[src/rtl/myo_sweep_scheduler.sv]
// myo_sweep_scheduler: sequences SPI frames across the enabled motors of one bus,
// with optional fixed sweep period, overrun flag, per-frame watchdog and
// measured sweep period. Sits between the register file and SpiControl.
module myo_sweep_scheduler #(
  parameter int NUMBER_OF_MOTORS = 6,
  parameter int CLOCK_SPEED_HZ   = 50_000_000,
  parameter int TIMEOUT_CYCLES   = 5000,
  parameter int PERIOD_WIDTH     = 32
) (
  input  logic                        clock,
  input  logic                        reset,
  input  logic                        enable,
  input  logic [NUMBER_OF_MOTORS-1:0] motor_mask,
  input  logic [PERIOD_WIDTH-1:0]     period_cycles,
  input  logic                        clear_status,
  input  logic                        spi_done,
  input  logic                        ss_n,
  output logic                        spi_start,
  output logic [7:0]                  motor,
  output logic [NUMBER_OF_MOTORS-1:0] ss_n_o,
  output logic                        latch_valid,
  output logic [7:0]                  latch_motor,
  output logic [NUMBER_OF_MOTORS-1:0] pid_update,
  output logic [PERIOD_WIDTH-1:0]     cycle_count,
  output logic                        overrun,
  output logic [15:0]                 timeout_count,
  output logic [7:0]                  timeout_motor,
  output logic                        busy
);

  // Watchdog only has to hold 0..TIMEOUT_CYCLES-1. The clock rate carries no
  // logic; a negative value would merely widen the watchdog by one bit.
  localparam int WD_W = ((TIMEOUT_CYCLES > 1) ? $clog2(TIMEOUT_CYCLES) : 1)
                        + ((CLOCK_SPEED_HZ < 0) ? 1 : 0);
  localparam logic [WD_W-1:0] WD_LAST = WD_W'(TIMEOUT_CYCLES - 1);

  typedef enum logic [2:0] {
    IDLE, START, WAIT_DONE, NEXT, HOLD
  } state_t;

  state_t                        r_state, w_state_nxt;
  logic [7:0]                    r_motor;
  logic [7:0]                    r_latch_motor;
  logic                          r_latch_valid;
  logic [NUMBER_OF_MOTORS-1:0]   r_pid_update;
  logic                          r_spi_done_prev;
  logic [WD_W-1:0]               r_watchdog;
  logic [PERIOD_WIDTH-1:0]       r_period_timer;
  logic [PERIOD_WIDTH-1:0]       r_cycle_count;
  logic                          r_overrun;
  logic [15:0]                   r_timeout_count;
  logic [7:0]                    r_timeout_motor;

  logic                          w_done_edge;
  logic                          w_mask_any;
  logic [7:0]                    w_first_idx;
  logic [7:0]                    w_next_idx;
  logic                          w_next_found;
  logic [PERIOD_WIDTH-1:0]       w_period_last;
  logic                          w_hold_done;
  logic                          w_ovr_set;
  logic                          w_load_first;
  logic                          w_load_next;
  logic                          w_timer_clr;
  logic                          w_sweep_mark;
  logic                          w_timeout;
  logic [NUMBER_OF_MOTORS-1:0]   w_pid_nxt;

  assign w_done_edge   = spi_done & ~r_spi_done_prev;
  assign w_mask_any    = |motor_mask;
  assign w_period_last = period_cycles - PERIOD_WIDTH'(1);
  // period_cycles of 0 here means the mode was switched mid-sweep: release HOLD at once
  assign w_hold_done   = (period_cycles == '0) || (r_period_timer >= w_period_last);
  assign w_ovr_set     = (period_cycles != '0) && (r_period_timer >= w_period_last) &&
                         ((r_state == START) || (r_state == WAIT_DONE) || (r_state == NEXT));

  // Lowest set mask bit, and lowest set mask bit above the current motor
  always_comb begin
    w_first_idx  = '0;
    w_next_idx   = '0;
    w_next_found = 1'b0;
    for (int j = NUMBER_OF_MOTORS - 1; j >= 0; j--) begin
      if (motor_mask[j]) begin
        w_first_idx = 8'(j);
        if (8'(j) > r_motor) begin
          w_next_idx   = 8'(j);
          w_next_found = 1'b1;
        end
      end
    end
  end

  // Next-state and control strobes for the datapath
  always_comb begin
    w_state_nxt  = r_state;
    w_load_first = 1'b0;
    w_load_next  = 1'b0;
    w_timer_clr  = 1'b0;
    w_sweep_mark = 1'b0;
    w_timeout    = 1'b0;
    case (r_state)
      IDLE: begin
        if (enable && w_mask_any) begin
          w_state_nxt  = START;
          w_load_first = 1'b1;
          w_timer_clr  = 1'b1;
        end
      end
      START: w_state_nxt = WAIT_DONE;
      WAIT_DONE: begin
        if (w_done_edge) begin
          w_state_nxt = NEXT;
        end else if (r_watchdog >= WD_LAST) begin
          w_state_nxt = NEXT;
          w_timeout   = 1'b1;
        end
      end
      NEXT: begin
        if (!enable) begin
          w_state_nxt = IDLE;
        end else if (w_next_found) begin
          w_state_nxt = START;
          w_load_next = 1'b1;
        end else if (period_cycles == '0) begin
          if (w_mask_any) begin
            w_state_nxt  = START;
            w_load_first = 1'b1;
            w_sweep_mark = 1'b1;
          end else begin
            w_state_nxt = IDLE;
          end
        end else begin
          w_state_nxt = HOLD;
        end
      end
      HOLD: begin
        if (!enable || !w_mask_any) begin
          w_state_nxt = IDLE;
        end else if (w_hold_done) begin
          w_state_nxt  = START;
          w_load_first = 1'b1;
          w_sweep_mark = 1'b1;
        end
      end
      default: w_state_nxt = IDLE;
    endcase
  end

  // State register and done-edge history
  always_ff @(posedge clock) begin
    if (reset) begin
      r_state         <= IDLE;
      r_spi_done_prev <= 1'b0;
    end else begin
      r_state         <= w_state_nxt;
      r_spi_done_prev <= spi_done;
    end
  end

  // Motor index, frame watchdog and sweep period timer
  always_ff @(posedge clock) begin
    if (reset) begin
      r_motor        <= '0;
      r_watchdog     <= '0;
      r_period_timer <= '0;
      r_cycle_count  <= '0;
    end else begin
      if (w_load_first)      r_motor <= w_first_idx;
      else if (w_load_next)  r_motor <= w_next_idx;

      if (r_state == START)          r_watchdog <= '0;
      else if (r_state == WAIT_DONE) r_watchdog <= r_watchdog + 1'b1;

      if (w_timer_clr || w_sweep_mark)               r_period_timer <= '0;
      else if (r_state != IDLE && r_period_timer != '1) r_period_timer <= r_period_timer + 1'b1;

      if (w_sweep_mark)
        r_cycle_count <= (r_period_timer == '1) ? r_period_timer : r_period_timer + 1'b1;
    end
  end

  // Next PID pulse: one-hot of the slot latched in the previous cycle
  always_comb begin
    w_pid_nxt = '0;
    for (int j = 0; j < NUMBER_OF_MOTORS; j++)
      w_pid_nxt[j] = r_latch_valid && (r_latch_motor == 8'(j));
  end

  // Latch strobe one cycle after done edge, PID pulse one cycle after that
  always_ff @(posedge clock) begin
    if (reset) begin
      r_latch_valid <= 1'b0;
      r_latch_motor <= '0;
      r_pid_update  <= '0;
    end else begin
      r_latch_valid <= (r_state == WAIT_DONE) && w_done_edge;
      if ((r_state == WAIT_DONE) && w_done_edge) r_latch_motor <= r_motor;
      r_pid_update  <= w_pid_nxt;
    end
  end

  // Sticky status: a set or increment in the same cycle beats clear_status
  always_ff @(posedge clock) begin
    if (reset) begin
      r_overrun       <= 1'b0;
      r_timeout_count <= '0;
      r_timeout_motor <= '0;
    end else begin
      if (w_ovr_set)         r_overrun <= 1'b1;
      else if (clear_status) r_overrun <= 1'b0;

      if (w_timeout) begin
        if (r_timeout_count != 16'hFFFF) r_timeout_count <= r_timeout_count + 1'b1;
        r_timeout_motor <= r_motor;
      end else if (clear_status) begin
        r_timeout_count <= '0;
      end
    end
  end

  // Route SpiControl's select only to the motor being serviced
  always_comb begin
    ss_n_o = '1;
    for (int j = 0; j < NUMBER_OF_MOTORS; j++)
      ss_n_o[j] = (busy && (r_motor == 8'(j))) ? ss_n : 1'b1;
  end

  assign spi_start     = (r_state == START);
  assign busy          = (r_state != IDLE);
  assign motor         = r_motor;
  assign latch_valid   = r_latch_valid;
  assign latch_motor   = r_latch_motor;
  assign pid_update    = r_pid_update;
  assign cycle_count   = r_cycle_count;
  assign overrun       = r_overrun;
  assign timeout_count = r_timeout_count;
  assign timeout_motor = r_timeout_motor;

endmodule

[config.mk]
export PLATFORM = sky130hd
export DESIGN_NAME = myo_sweep_scheduler
export DESIGN_NICKNAME = d
export VERILOG_FILES = /design/src/rtl/myo_sweep_scheduler.sv
export SDC_FILE = /design/constraint.sdc
export NUM_CORES = 1
export LEC_CHECK = 0
export ABC_AREA = 1
export BUFFER_PORTS_ARGS = -buffer_cell sky130_fd_sc_hd__buf_2
export CORE_AREA = 5 5 116 118
export CTS_CLUSTER_DIAMETER = 40
export DETAILED_ROUTE_END_ITERATION = 6
export DIE_AREA = 0 0 121 123
export GPL_TIMING_DRIVEN = 0
export HOLD_SLACK_MARGIN = 0.03
export PLACE_DENSITY_LB_ADDON = 0.2
export SYNTH_ARGS = -nofsm -noshare
export SYNTH_HDL_FRONTEND = slang
export SYNTH_SLANG_ARGS = --single-unit
[constraint.sdc]
create_clock -name clock -period 6.9 [get_ports clock]
set_input_delay 0.69 -clock clock [delete_from_list [all_inputs] [get_ports clock]]
set_output_delay 0.69 -clock clock [all_outputs]
set_load 0.005 [all_outputs]
==> results of run 1 <==
layout make-up:
type                    instances  area share
multi-input cells             807       0.502
flip-flops and latches        114       0.263
repair buffers                115      0.0663
clock buffers                  22      0.0535
inverters                     106      0.0458
plain buffers                  41      0.0298
well taps                     172      0.0248
clock inverters                10      0.0153
power by group through the flow:
stage          Sequential [mW]  Clock [mW]  Combinational (mW)
5_1_grt                  0.693       0.928               0.271
6_report                 0.691       0.887               0.238
3_5_place_dp             0.704           0               0.235
4_1_cts                  0.691       0.892               0.236
2_1_floorplan            0.699           0               0.161
3_3_place_gp             0.704           0               0.231
sequential cells by signal, indices dropped and copies added (netlist names):
register and count:
motor 3, pid_update 6, timeout_count 16, timeout_motor 3
r_state 3, r_spi_done_prev 1, r_watchdog 13, latch_valid 1
cycle_count 32, r_period_timer 32, overrun 1, latch_motor 3
synthesized netlist by cell type (all sizes together):
cell type / count
nand2: 223
nor2: 148
dfxtp: 114
inv: 105
a21oi: 94
o21ai: 62
nand3: 61
ha: 37
nor3: 35
nand4: 34
xor2: 34
buf: 31
xnor2: 22
clkbuf: 10
or2: 7
nor4: 6
nand3b: 4
o21a: 4
a21o: 3
nor3b: 3
a211oi: 2
and3: 2
o21bai: 2
a21boi: 1
a22oi: 1
a31oi: 1
and2: 1
clkinv: 1
conb: 1
o2111ai: 1
o211a: 1
o31ai: 1
or3: 1
or3b: 1
critical path, cell delays in order:
cell,delay [ns]
buf_2,0.10
inv_1,0.12
ha_1,0.20
nand2_1,0.09
inv_1,0.08
nand2_1,0.14
nor4_4,0.23
nand4_1,0.15
or2_1,0.30
nor2_2,0.16
a21oi_1,0.08
a21oi_1,0.16
ha_1,0.25
nand2_1,0.07
nor2_1,0.06
nand4_1,0.08
a21oi_1,0.05
nor2_1,0.29
nand3_1,0.22
a21oi_4,0.32
nand3_2,0.22
buf_2,0.25
a21oi_1,0.14
worst paths after layout:
| path | from | end | slack, ns | cells past startpoint |
|---|---|---|---|---|
| worst min-delay path | cycle_count[2] | cycle_count[2] | 0.46 | 2 |
| worst max-delay path | period_cycles[0] | r_period_timer[12] | 2.75 | 23 |
| worst min register to register | cycle_count[2] | cycle_count[2] | 0.46 | 2 |
| worst max register to register | r_period_timer[0] | r_period_timer[12] | 4.15 | 14 |
kinds of logic after synthesis:
group                      synth area share
AOI/OAI and AO/OA                     0.127
xor gates and xnor gates             0.0677
adders and majority gates            0.0639
buffers and inverters                0.0907
DFF                                   0.315
other                              0.000518
and+or+nand+nor                       0.335
layout by cell type (no fill, tap or decap), drive strengths merged:
master / n
nand4: 34
o21bai: 2
and3: 2
nor4: 6
nand3: 61
clkinv: 5
ha: 37
nor3b: 3
o211a: 1
inv: 105
or3: 1
a31oi: 1
o31ai: 1
clkbuf: 32
conb: 15
o2111ai: 1
a211oi: 2
nand2: 223
a21oi: 94
a22oi: 1
or2: 7
dfxtp: 114
buf: 146
nor3: 35
a21boi: 1
xor2: 34
or3b: 1
nor2: 148
o21ai: 62
xnor2: 22
clkinvlp: 3
nand3b: 4
bufinv: 3
o21a: 4
and2: 1
a21o: 3
per-layer routing:
layer | routed length (µm) | up-vias | GRT usage
li1 | - | 3757 | -
met1 | 8010 | 3293 | 0.315
met2 | 9400 | 246 | 0.472
met3 | 1290 | 45 | 0.0489
met4 | 527 | 0 | 0.108
met5 | 0 | - | 0
==> impl_results.rst, run 1 <==
.. list-table::
   :header-rows: 1

   * - Metric
     - Value
   * - Status
     - finished, final reports clean
   * - DPL Wire Length
     - 15.3 mm
   * - Starting Density
     - 0.586
   * - Inst Count DP
     - 1,355
   * - Sum of internal, switching and leakage power
     - 1.82 mW
   * - Clock power frac
     - 0.488
   * - Antenna-violating nets left
     - 0
   * - IO Count
     - 132
   * - Worst-case hold slack
     - 0.460 ns
   * - Fmax
     - 241 MHz
   * - Maximum fanout count along the critical path
     - 10
   * - Count of non-filler cells in the finished layout
     - 1,387
   * - Post-Place Cell Area
     - 8090 µm²
   * - Maximum root-to-sink buffer count
     - 2
   * - CTS H-tree depth
     - 4
   * - Clock tree from TritonCTS
     - yes
   * - Number of distinct library cells after synthesis
     - 53
   * - Resize count post-CTS
     - 0
   * - Category of the worst setup path launch point
     - primary input
   * - Cell at the root of the clock tree
     - clkbuf_16
   * - Remaining Overflow, GRT
     - 0
   * - Wire length of the first global-routing pass
     - 31.7 mm
   * - Warnings from Yosys
     - 0
   * - Floorplan die height
     - 123 µm
   * - Vias
     - 7,341
   * - Yosys top cell by area
     - dfxtp_1
   * - Buffers on Ports
     - 115
   * - Startpoint-to-endpoint class of the critical path
     - primary input to flop
   * - Flip-flop and latch count after synthesis
     - 114
   * - Area growth from synthesis to layout
     - 19.9%
   * - Post-DR wirelength/cell
     - 13.9 µm
   * - Nets
     - 1,283
   * - DRC violations left
     - 0
   * - Share of the cycle needed by the critical path after routing
     - 0.601
   * - Setup repair after global routing missed its margin
     - no
   * - Count of final hold-check violations
     - 0
   * - Net Switching
     - 0.478 mW
   * - Die Outline Area
     - 14,900 µm²
   * - Count of clock tree sinks
     - 114
   * - Maximum vdd drop
     - 189 µV
   * - Power Dens Cells
     - 209 nW/µm²
   * - Average cell area after synthesis
     - 6.87 µm²
   * - Static Leak
     - 3.89 nW
   * - Skew-Pair Late Insertion Delay
     - 0.42 ns
   * - Clock transition at path regs
     - 0.05 ns
   * - Sequential cell area fraction in the yosys report
     - 0.315
   * - Biggest area contributors in the synthesized netlist
     - dfxtp_1 (32%), nand2_1 (11%), nor2_1 (7.0%)
   * - Post-layout min period
     - 4.15 ns
   * - Vias in the first global route
     - 6,900
   * - Switching fraction of total power
     - 0.263
   * - Maximum number of pins on one net before global-route repair
     - 17
   * - Setup TNS Final
     - 0 ns
   * - Placer congestion estimate
     - 0.906
   * - Diode insertion count for antenna repair
     - 0
   * - 1st-pass router iterations
     - 6
   * - Post-CTS repair timing setup buffer count
     - 0
   * - Mean number of vias per cell
     - 5.29
   * - Setup ws final
     - 2.75 ns
   * - Fraction of power consumed by combinational cells
     - 0.131
   * - Internal portion of total power
     - 1.34 mW
   * - Headroom to the max-slew limit
     - 0.598
   * - Worst setup slack after placement
     - 2.34 ns
   * - Summed instance area of the synthesized netlist
     - 7240 µm²
   * - Inserted Clock Buffers
     - 17
   * - Antenna violations before repair
     - 0
   * - Seq. cell area
     - 2280 µm²
   * - Max-slew violations
     - 0
   * - Share of the core filled with cells
     - 0.702
   * - Crit end category
     - flop
   * - Initial DRC count
     - 516
   * - Path class of the lowest-slack min-delay path
     - flop to flop
   * - Final count of negative-setup-slack endpoints
     - 0
   * - Fraction of power consumed by sequential logic
     - 0.381
   * - Share of post-route cells with drive strength above 1
     - 0.179
   * - Data arrival time of the critical path
     - 4.49 ns
   * - Finished Cell Area
     - 8680 µm²
   * - Transition at the pin with the smallest max-transition slack
     - 0.604 ns
   * - Gate count of the mapped netlist
     - 1,054
   * - Data required, critical path
     - 7.24 ns
   * - Placeable core region
     - 12,400 µm²
   * - Area used by multi-input combinational logic
     - 4360 µm²
   * - FP Rows
     - 41
   * - Horizontal die dimension
     - 121 µm
   * - Share of the synthesized area in the top cell type
     - 0.315
   * - Total of fill cells in the finished design
     - 1,140
   * - Final setup skew
     - 0.00867 ns
   * - CTS Hold Buffers Added
     - 0
   * - Routed Wire Length
     - 19.2 mm
   * - Total routing resource utilization after global routing
     - 0.265
   * - Number of maximum-capacitance violations
     - 0
(Power assumes the default switching activity.)
==> run 2, diff against run 1 <==
--- a/config.mk
+++ b/config.mk
@@ -7,10 +7,10 @@
 export LEC_CHECK = 0
 export ABC_AREA = 1
 export BUFFER_PORTS_ARGS = -buffer_cell sky130_fd_sc_hd__buf_2
-export CORE_AREA = 5 5 116 118
+export CORE_AREA = 5 5 126 128
 export CTS_CLUSTER_DIAMETER = 40
 export DETAILED_ROUTE_END_ITERATION = 6
-export DIE_AREA = 0 0 121 123
+export DIE_AREA = 0 0 131 133
 export GPL_TIMING_DRIVEN = 0
 export HOLD_SLACK_MARGIN = 0.03
 export PLACE_DENSITY_LB_ADDON = 0.2
==> constraint.sdc (replaced) <==
create_clock -name clock -period 3.5 [get_ports clock]
set_input_delay 0.35 -clock clock [delete_from_list [all_inputs] [get_ports clock]]
set_output_delay 0.35 -clock clock [all_outputs]
set_load 0.005 [all_outputs]
==> impl_results.rst, run 2 (synthesized netlist as in run 1, its figures left out) <==
.. list-table::
   :header-rows: 1

   * - Metric
     - Value
   * - Placer congestion estimate
     - 0.952 (+5.0%)
   * - CTS Hold Buffers Added
     - 0 (unchanged)
   * - Mean number of vias per cell
     - 5.12 (-3.4%)
   * - Share of the cycle needed by the critical path after routing
     - 0.929
   * - DRC violations left
     - 0 (unchanged)
   * - Slack of the worst reg-to-reg path
     - 1.11 ns (-3.04 ns)
   * - Crit end category
     - flop
   * - Maximum vdd drop
     - 280 µV (+48%)
   * - Worst setup slack after placement
     - -0.680 ns (-3.02 ns)
   * - Source of the worst register-to-register timing path
     - r_period_timer[0]
   * - FP Rows
     - 45 (+9.8%)
   * - Path class of the lowest-slack min-delay path
     - primary input to flop
   * - Transition at the pin with the smallest max-transition slack
     - 0.541 ns (-0.0627 ns)
   * - Remaining Overflow, GRT
     - 0 (unchanged)
   * - Maximum number of pins on one net before global-route repair
     - 17 (unchanged)
   * - Maximum root-to-sink buffer count
     - 2 (unchanged)
   * - Crit path from
     - period_cycles[2]
   * - Maximum fanout count along the critical path
     - 10 (unchanged)
   * - Clock transition at path regs
     - 0.05 ns (about the same)
   * - Initial DRC count
     - 585 (+13%)
   * - Number of maximum-capacitance violations
     - 0 (unchanged)
   * - Area growth from synthesis to layout
     - 24.2%
   * - Floorplan die height
     - 133 µm (+8.1%)
   * - Sum of internal, switching and leakage power
     - 3.72 mW (+100%)
   * - Share of post-route cells with drive strength above 1
     - 0.206 (+0.0266)
   * - 1st-pass router iterations
     - 5 (-1)
   * - Data arrival time of the critical path
     - 3.55 ns (-0.94 ns)
   * - Endpoint of the most critical setup path
     - cycle_count[20]
   * - Leading cell type in the layout, fill and taps excluded
     - nand2_1
   * - DPL Wire Length
     - 15.2 mm (-1.0%)
   * - Static Leak
     - 4.03 nW (+3.6%)
   * - Inserted Clock Buffers
     - 17 (unchanged)
   * - Highest-count cells in the layout ignoring fill and taps
     - nand2_1 (214), nor2_1 (132), buf_2 (119)
   * - Antenna-violating nets left
     - 0 (unchanged)
   * - Die Outline Area
     - 17,400 µm² (+17%)
   * - Antenna violations before repair
     - 0 (unchanged)
   * - Count of final hold-check violations
     - 0 (unchanged)
   * - Horizontal die dimension
     - 131 µm (+8.3%)
   * - Count of clock tree sinks
     - 114 (unchanged)
   * - Setup ws final
     - 0.250 ns (-2.50 ns)
   * - Final setup skew
     - 0.0115 ns (+0.00288 ns)
   * - Diode insertion count for antenna repair
     - 0 (unchanged)
   * - Capture point of the worst reg-to-reg path
     - r_period_timer[26]
   * - Final count of negative-setup-slack endpoints
     - 0 (unchanged)
   * - Headroom to the max-slew limit
     - 0.639 (+0.0418)
   * - Starting Density
     - 0.491 (-0.0949)
   * - Post-DR wirelength/cell
     - 13.5 µm (-2.8%)
   * - Nets
     - 1,296 (+1.0%)
   * - Data required, critical path
     - 3.80 ns (-3.44 ns)
   * - Post-layout min period
     - 3.25 ns
   * - Startpoint-to-endpoint class of the critical path
     - primary input to flop
   * - Buffers on Ports
     - 115 (unchanged)
   * - Cell at the root of the clock tree
     - clkbuf_16
   * - Wire length of the first global-routing pass
     - 30.8 mm (-2.6%)
   * - CTS H-tree depth
     - 4 (unchanged)
   * - IO Count
     - 132 (unchanged)
   * - Total routing resource utilization after global routing
     - 0.219 (-0.0462)
   * - Fmax
     - 308 MHz
   * - Clock tree from TritonCTS
     - yes
   * - Routed Wire Length
     - 19.1 mm (-0.79%)
   * - Category of the worst setup path launch point
     - primary input
   * - Vias
     - 7,243 (-1.3%)
   * - Power Dens Cells
     - 413 nW/µm² (+98%)
   * - Max-slew violations
     - 0 (unchanged)
   * - Worst Hold Path Cells
     - 3 (+1)
   * - Total of fill cells in the finished design
     - 1,418 (+24%)
   * - Status
     - finished, final reports clean
   * - Vias in the first global route
     - 6,563 (-4.9%)
   * - Skew-Pair Late Insertion Delay
     - 0.41 ns (about the same)
   * - Cell depth of the worst flop-to-flop path
     - 11 (-3)
   * - Placeable core region
     - 14,800 µm² (+19%)
==> run 2: changes by cell type in the layout (fill, tap and decap cells not counted), sizes merged <==
cell      change
buf          +13
bufinv        +1
clkinv        +1
clkinvlp      -2
==> run 2: how the worst min path moves through the flow <==
stage                 endpoint            start
6_report       r_spi_done_prev         spi_done
5_1_grt        r_spi_done_prev         spi_done
4_1_cts        r_spi_done_prev         spi_done
3_5_place_dp   cycle_count[17]  cycle_count[17]
3_3_place_gp    cycle_count[2]   cycle_count[2]
2_1_floorplan    r_watchdog[2]    r_watchdog[2]
==> run 2: layout make-up <==
type / count / area (µm²) / share of cell area
multi-input combinational: 807 / 4480 / 0.498
sequential: 114 / 2280 / 0.254
timing repair buffer: 128 / 673 / 0.0748
clock buffer: 22 / 494 / 0.0549
inverter: 106 / 398 / 0.0442
buffer: 41 / 283 / 0.0314
tap: 188 / 235 / 0.0261
clock inverter: 10 / 153 / 0.0170
==> run 2: timing repair <==
action / in CTS / in global routing
resized for setup: 13 / 23
cloned: 0 / 0
endpoints found under the setup margin: 64 / 67
pin swaps: 6 / 11
setup buffers: 5 / 8
==> run 2: critical path, cell delays in order <==
cell and delay (ns):
buf_2 0.12, or2_1 0.23, nor3_1 0.13, nand2_1 0.12
nor2_2 0.15, nand3_2 0.15, nor2_4 0.14, nand3_2 0.09
nor2_2 0.13, nand2_1 0.07, xor2_1 0.17, ha_1 0.29
nand2_1 0.08, nor2_2 0.13, nand4_1 0.17, nor2_1 0.15
nand2_2 0.13, nand3_4 0.13, a21oi_4 0.11, buf_4 0.19
nor3_1 0.24, nor2_1 0.06
==> run 2: where the power goes <==
group / total [mW] / internal, mW / switching (mW)
clock: 1.87 / 1.28 / 0.596
sequential: 1.36 / 1.33 / 0.0346
combinational: 0.485 / 0.174 / 0.311
==> run 2: through the flow <==
stage / hold WS [ns] / TNS, ns / cell area, µm² / std cells / util
after detailed placement: 0.453 / -39.95 / 8110 / 1371 / 0.550
after global placement: 0.449 / -34.88 / 8110 / 1371 / 0.550
after CTS: 0.183 / 0 / 8830 / 1408 / 0.599
after floorplan: 0.448 / 0 / 7300 / 1068 / -
after global routing: 0.196 / -0.0987 / 9000 / 1416 / 0.610
final: 0.185 / 0 / 9000 / 1416 / 0.610
==> run 2: metal layers <==
layer  track usage  routed length, µm  vias up
li1              -                  -     3784
met1         0.286               8480     3218
met2         0.359               8920      207
met3        0.0404               1160       34
met4        0.0766                512        0
met5             0                  0        -
==> run 3, diff against run 2 <==
--- a/config.mk
+++ b/config.mk
@@ -5,12 +5,11 @@
 export SDC_FILE = /design/constraint.sdc
 export NUM_CORES = 1
 export LEC_CHECK = 0
-export ABC_AREA = 1
 export BUFFER_PORTS_ARGS = -buffer_cell sky130_fd_sc_hd__buf_2
-export CORE_AREA = 5 5 126 128
+export CORE_AREA = 5 5 116 118
 export CTS_CLUSTER_DIAMETER = 40
 export DETAILED_ROUTE_END_ITERATION = 6
-export DIE_AREA = 0 0 131 133
+export DIE_AREA = 0 0 121 123
 export GPL_TIMING_DRIVEN = 0
 export HOLD_SLACK_MARGIN = 0.03
 export PLACE_DENSITY_LB_ADDON = 0.2
==> constraint.sdc (replaced) <==
create_clock -name clock -period 4.2 [get_ports clock]
set_input_delay 0.42 -clock clock [delete_from_list [all_inputs] [get_ports clock]]
set_output_delay 0.42 -clock clock [all_outputs]
set_load 0.005 [all_outputs]
==> impl_results.rst, run 3 <==
.. list-table::
   :header-rows: 1

   * - Metric
     - Value
   * - Placeable core region
     - 12,400 µm² (-16%)
   * - CTS H-tree depth
     - 4 (unchanged)
   * - Flip-flop and latch count after synthesis
     - 114 (unchanged)
   * - Slowest Stage Delay on Critical Path
     - 0.61 ns (+0.32 ns)
   * - Share of the synthesized area in the top cell type
     - 0.320 (+0.00481)
   * - Fmax
     - 250 MHz
   * - Share of post-route cells with drive strength above 1
     - 0.205 (-0.000898)
   * - Cell-by-cell trace of the critical path
     - buf_2 > or4_4 > nor4_4 > nand3_2 > nor3b_2 > nand2b_1 > nor3_2 > xnor2_1 > ha_1 > nand4_1 > nor4_4 > o211ai_1 > a31oi_2 > buf_4 > nor3_2 > nor2_2 > mux2_2
   * - Cell with the most instances after synthesis
     - nor2_1
   * - FP Rows
     - 41 (-8.9%)
   * - Highest-count cells in the layout ignoring fill and taps
     - nor2_1 (134), buf_2 (121), dfxtp_1 (114)
   * - Total routing resource utilization after global routing
     - 0.240 (+0.0214)
   * - DRC violations left
     - 0 (unchanged)
   * - EDFF count, synth
     - 0 (unchanged)
   * - Cell at the root of the clock tree
     - clkbuf_16
   * - Static Leak
     - 3.50 nW (-13%)
   * - Startpoint-to-endpoint class of the critical path
     - primary input to flop
   * - Crit end category
     - flop
   * - Placer congestion estimate
     - 0.942 (-0.96%)
   * - Wire length of the first global-routing pass
     - 29.0 mm (-6.1%)
   * - CTS Hold Buffers Added
     - 0 (unchanged)
   * - Post-layout min period
     - 4.00 ns
   * - Max-slew violations
     - 0 (unchanged)
   * - Biggest area contributors in the synthesized netlist
     - dfxtp_1 (32%), nor2_1 (7.1%), ha_1 (6.5%)
   * - Routed Wire Length
     - 18.0 mm (-5.4%)
   * - Category of the worst setup path launch point
     - primary input
   * - Starting Density
     - 0.577 (+0.0861)
   * - Headroom to the max-slew limit
     - 0.320 (-0.319)
   * - Maximum root-to-sink buffer count
     - 2 (unchanged)
   * - Count of clock tree sinks
     - 114 (unchanged)
   * - Status
     - finished, final reports clean
   * - DPL Wire Length
     - 13.6 mm (-10%)
   * - Skew-Pair Late Insertion Delay
     - 0.41 ns (about the same)
   * - Maximum fanout count along the critical path
     - 7 (-3)
   * - Mean number of vias per cell
     - 5.55 (+8.5%)
   * - Buffers on Ports
     - 115 (unchanged)
   * - Leading cell type in the layout, fill and taps excluded
     - nor2_1
   * - Setup TNS Final
     - 0 ns (unchanged)
   * - Yosys top cell by area
     - dfxtp_1
   * - 1st-pass router iterations
     - 5 (unchanged)
   * - Number of maximum-capacitance violations
     - 0 (unchanged)
   * - Sequential cell area fraction in the yosys report
     - 0.320 (+0.00481)
   * - Gate count of the mapped netlist
     - 887 (-16%)
   * - Finished Cell Area
     - 8700 µm² (-3.3%)
   * - Clock power frac
     - 0.488 (-0.016)
   * - Floorplan die height
     - 123 µm (-7.5%)
   * - IO Count
     - 132 (unchanged)
   * - Switching fraction of total power
     - 0.242 (-0.0116)
   * - Path class of the lowest-slack min-delay path
     - primary input to flop
   * - Vias
     - 6,797 (-6.2%)
   * - Vias in the first global route
     - 6,194 (-5.6%)
   * - Synth async-reset ratio
     - 0 (unchanged)
   * - Clock tree from TritonCTS
     - yes
   * - Power Dens Cells
     - 312 nW/µm² (-24%)
   * - Number of distinct library cells after synthesis
     - 64 (+21%)
   * - Final count of negative-setup-slack endpoints
     - 0 (unchanged)
   * - Summed instance area of the synthesized netlist
     - 7130 µm² (-1.5%)
   * - Diode insertion count for antenna repair
     - 0 (unchanged)
   * - Share of the cycle needed by the critical path after routing
     - 0.953
   * - Nets
     - 1,124 (-13%)
   * - Horizontal die dimension
     - 121 µm (-7.6%)
   * - Net Switching
     - 0.656 mW (-30%)
   * - Maximum vdd drop
     - 292 µV (+4.3%)
   * - Average cell area after synthesis
     - 8.04 µm² (+17%)
   * - Internal portion of total power
     - 2.06 mW (-26%)
   * - Remaining Overflow, GRT
     - 0 (unchanged)
   * - Flip-flop cell with the highest count after synthesis
     - dfxtp_1
   * - Initial DRC count
     - 530 (-9.4%)
   * - Post-Place Cell Area
     - 7980 µm² (-1.6%)
   * - Antenna violations before repair
     - 0 (unchanged)
   * - Transition at the pin with the smallest max-transition slack
     - 1.01 ns (+0.471 ns)
   * - Die Outline Area
     - 14,900 µm² (-15%)
   * - Area growth from synthesis to layout
     - 21.9%
   * - Data required, critical path
     - 4.49 ns (+0.69 ns)
   * - Antenna-violating nets left
     - 0 (unchanged)
   * - Number of buffer and inverter instances along the worst setup path
     - 2 (unchanged)
   * - Count of final hold-check violations
     - 0 (unchanged)
   * - Top cells by instance count after synthesis
     - nor2_1 (135), dfxtp_1 (114), nand2_1 (83), xor2_1 (51), xnor2_1 (47)
   * - Inserted Clock Buffers
     - 17 (unchanged)
   * - Warnings from Yosys
     - 0 (unchanged)
   * - Final setup skew
     - 0.0102 ns (-0.00139 ns)
   * - Fraction of power consumed by combinational cells
     - 0.105 (-0.025)
   * - Fraction of power consumed by sequential logic
     - 0.407 (+0.041)
   * - Worst-path cell with the longest stage delay
     - or4_4
   * - Clock transition at path regs
     - 0.05 ns (about the same)
   * - Data arrival time of the critical path
     - 4.29 ns (+0.74 ns)
   * - Post-DR wirelength/cell
     - 14.7 µm (+9.3%)
   * - Largest delay contributor family on the critical path
     - simple AND/OR/NAND/NOR gates
   * - Maximum number of pins on one net before global-route repair
     - 17 (unchanged)
==> run 3: final timing paths <==
kind | start | endpoint | slack [ns] | cells past startpoint
worst max-delay path | period_cycles[5] | motor[1] | 0.20 | 17
worst min-delay path | spi_done | r_spi_done_prev | 0.28 | 2
worst max register to register | r_period_timer[1] | cycle_count[25] | 1.25 | 8
worst min register to register | overrun | overrun | 0.48 | 2
==> run 3: timing repair <==
| item | in CTS | in global routing |
|---|---|---|
| endpoints found under the setup margin | 70 | 68 |
| resized for setup | 15 | 18 |
| setup buffers | 2 | 7 |
| pin swaps | 3 | 8 |
==> run 3: layout make-up <==
class,count,area [µm²]
Fill cell,1026,3660
Buffer,54,312
Inverter,12,45.0
Tap cell,172,215
Multi-Input combinational cell,720,4670
Clock buffer,22,444
Timing Repair Buffer,124,643
Sequential cell,114,2280
Clock inverter,7,87.6
==> run 3: cells by family (layout without fill, tap and decap cells) <==
| group | Yosys count | in the layout | share of synthesized area |
|---|---|---|---|
| xor+xnor | 98 | 98 | 0.120 |
| buf+inv | 67 | 219 | 0.0463 |
| fa+ha+maj | 37 | 37 | 0.0649 |
| other cells | 1 | 15 | 0.000526 |
| flops | 114 | 114 | 0.320 |
| mux | 14 | 14 | 0.0203 |
| simple gates | 435 | 435 | 0.314 |
| compound gates | 121 | 121 | 0.114 |
==> run 3: layer usage <==
metal / vias to the layer above / wire length, µm / GRT usage
li1: 3444 / - / -
met4: 0 / 337 / 0.0814
met2: 195 / 8660 / 0.408
met3: 26 / 1170 / 0.0567
met5: - / 0 / 0
met1: 3132 / 7870 / 0.301
==> run 3: power by group through the flow <==
stage	Combinational [mW]	Sequential, mW	Clock (mW)
final	0.285	1.11	1.32
after global routing	0.317	1.11	1.39
after CTS	0.276	1.11	1.33
after detailed placement	0.267	1.13	0
after global placement	0.264	1.13	0
after floorplan	0.174	1.13	0
==> run 3: stage by stage <==
step | hold slack (ns) | worst slack (ns) | util | total power [mW] | instances
6_report | 0.278 | 0.198 | 0.704 | 2.72 | 1225
5_1_grt | 0.283 | -0.0191 | 0.704 | 2.81 | 1225
4_1_cts | 0.258 | 0.0158 | 0.694 | 2.72 | 1218
3_5_place_dp | 0.473 | -0.984 | 0.645 | 1.40 | 1188
3_3_place_gp | 0.459 | -0.957 | 0.645 | 1.39 | 1188
2_1_floorplan | 0.461 | 0.00463 | - | 1.30 | 901
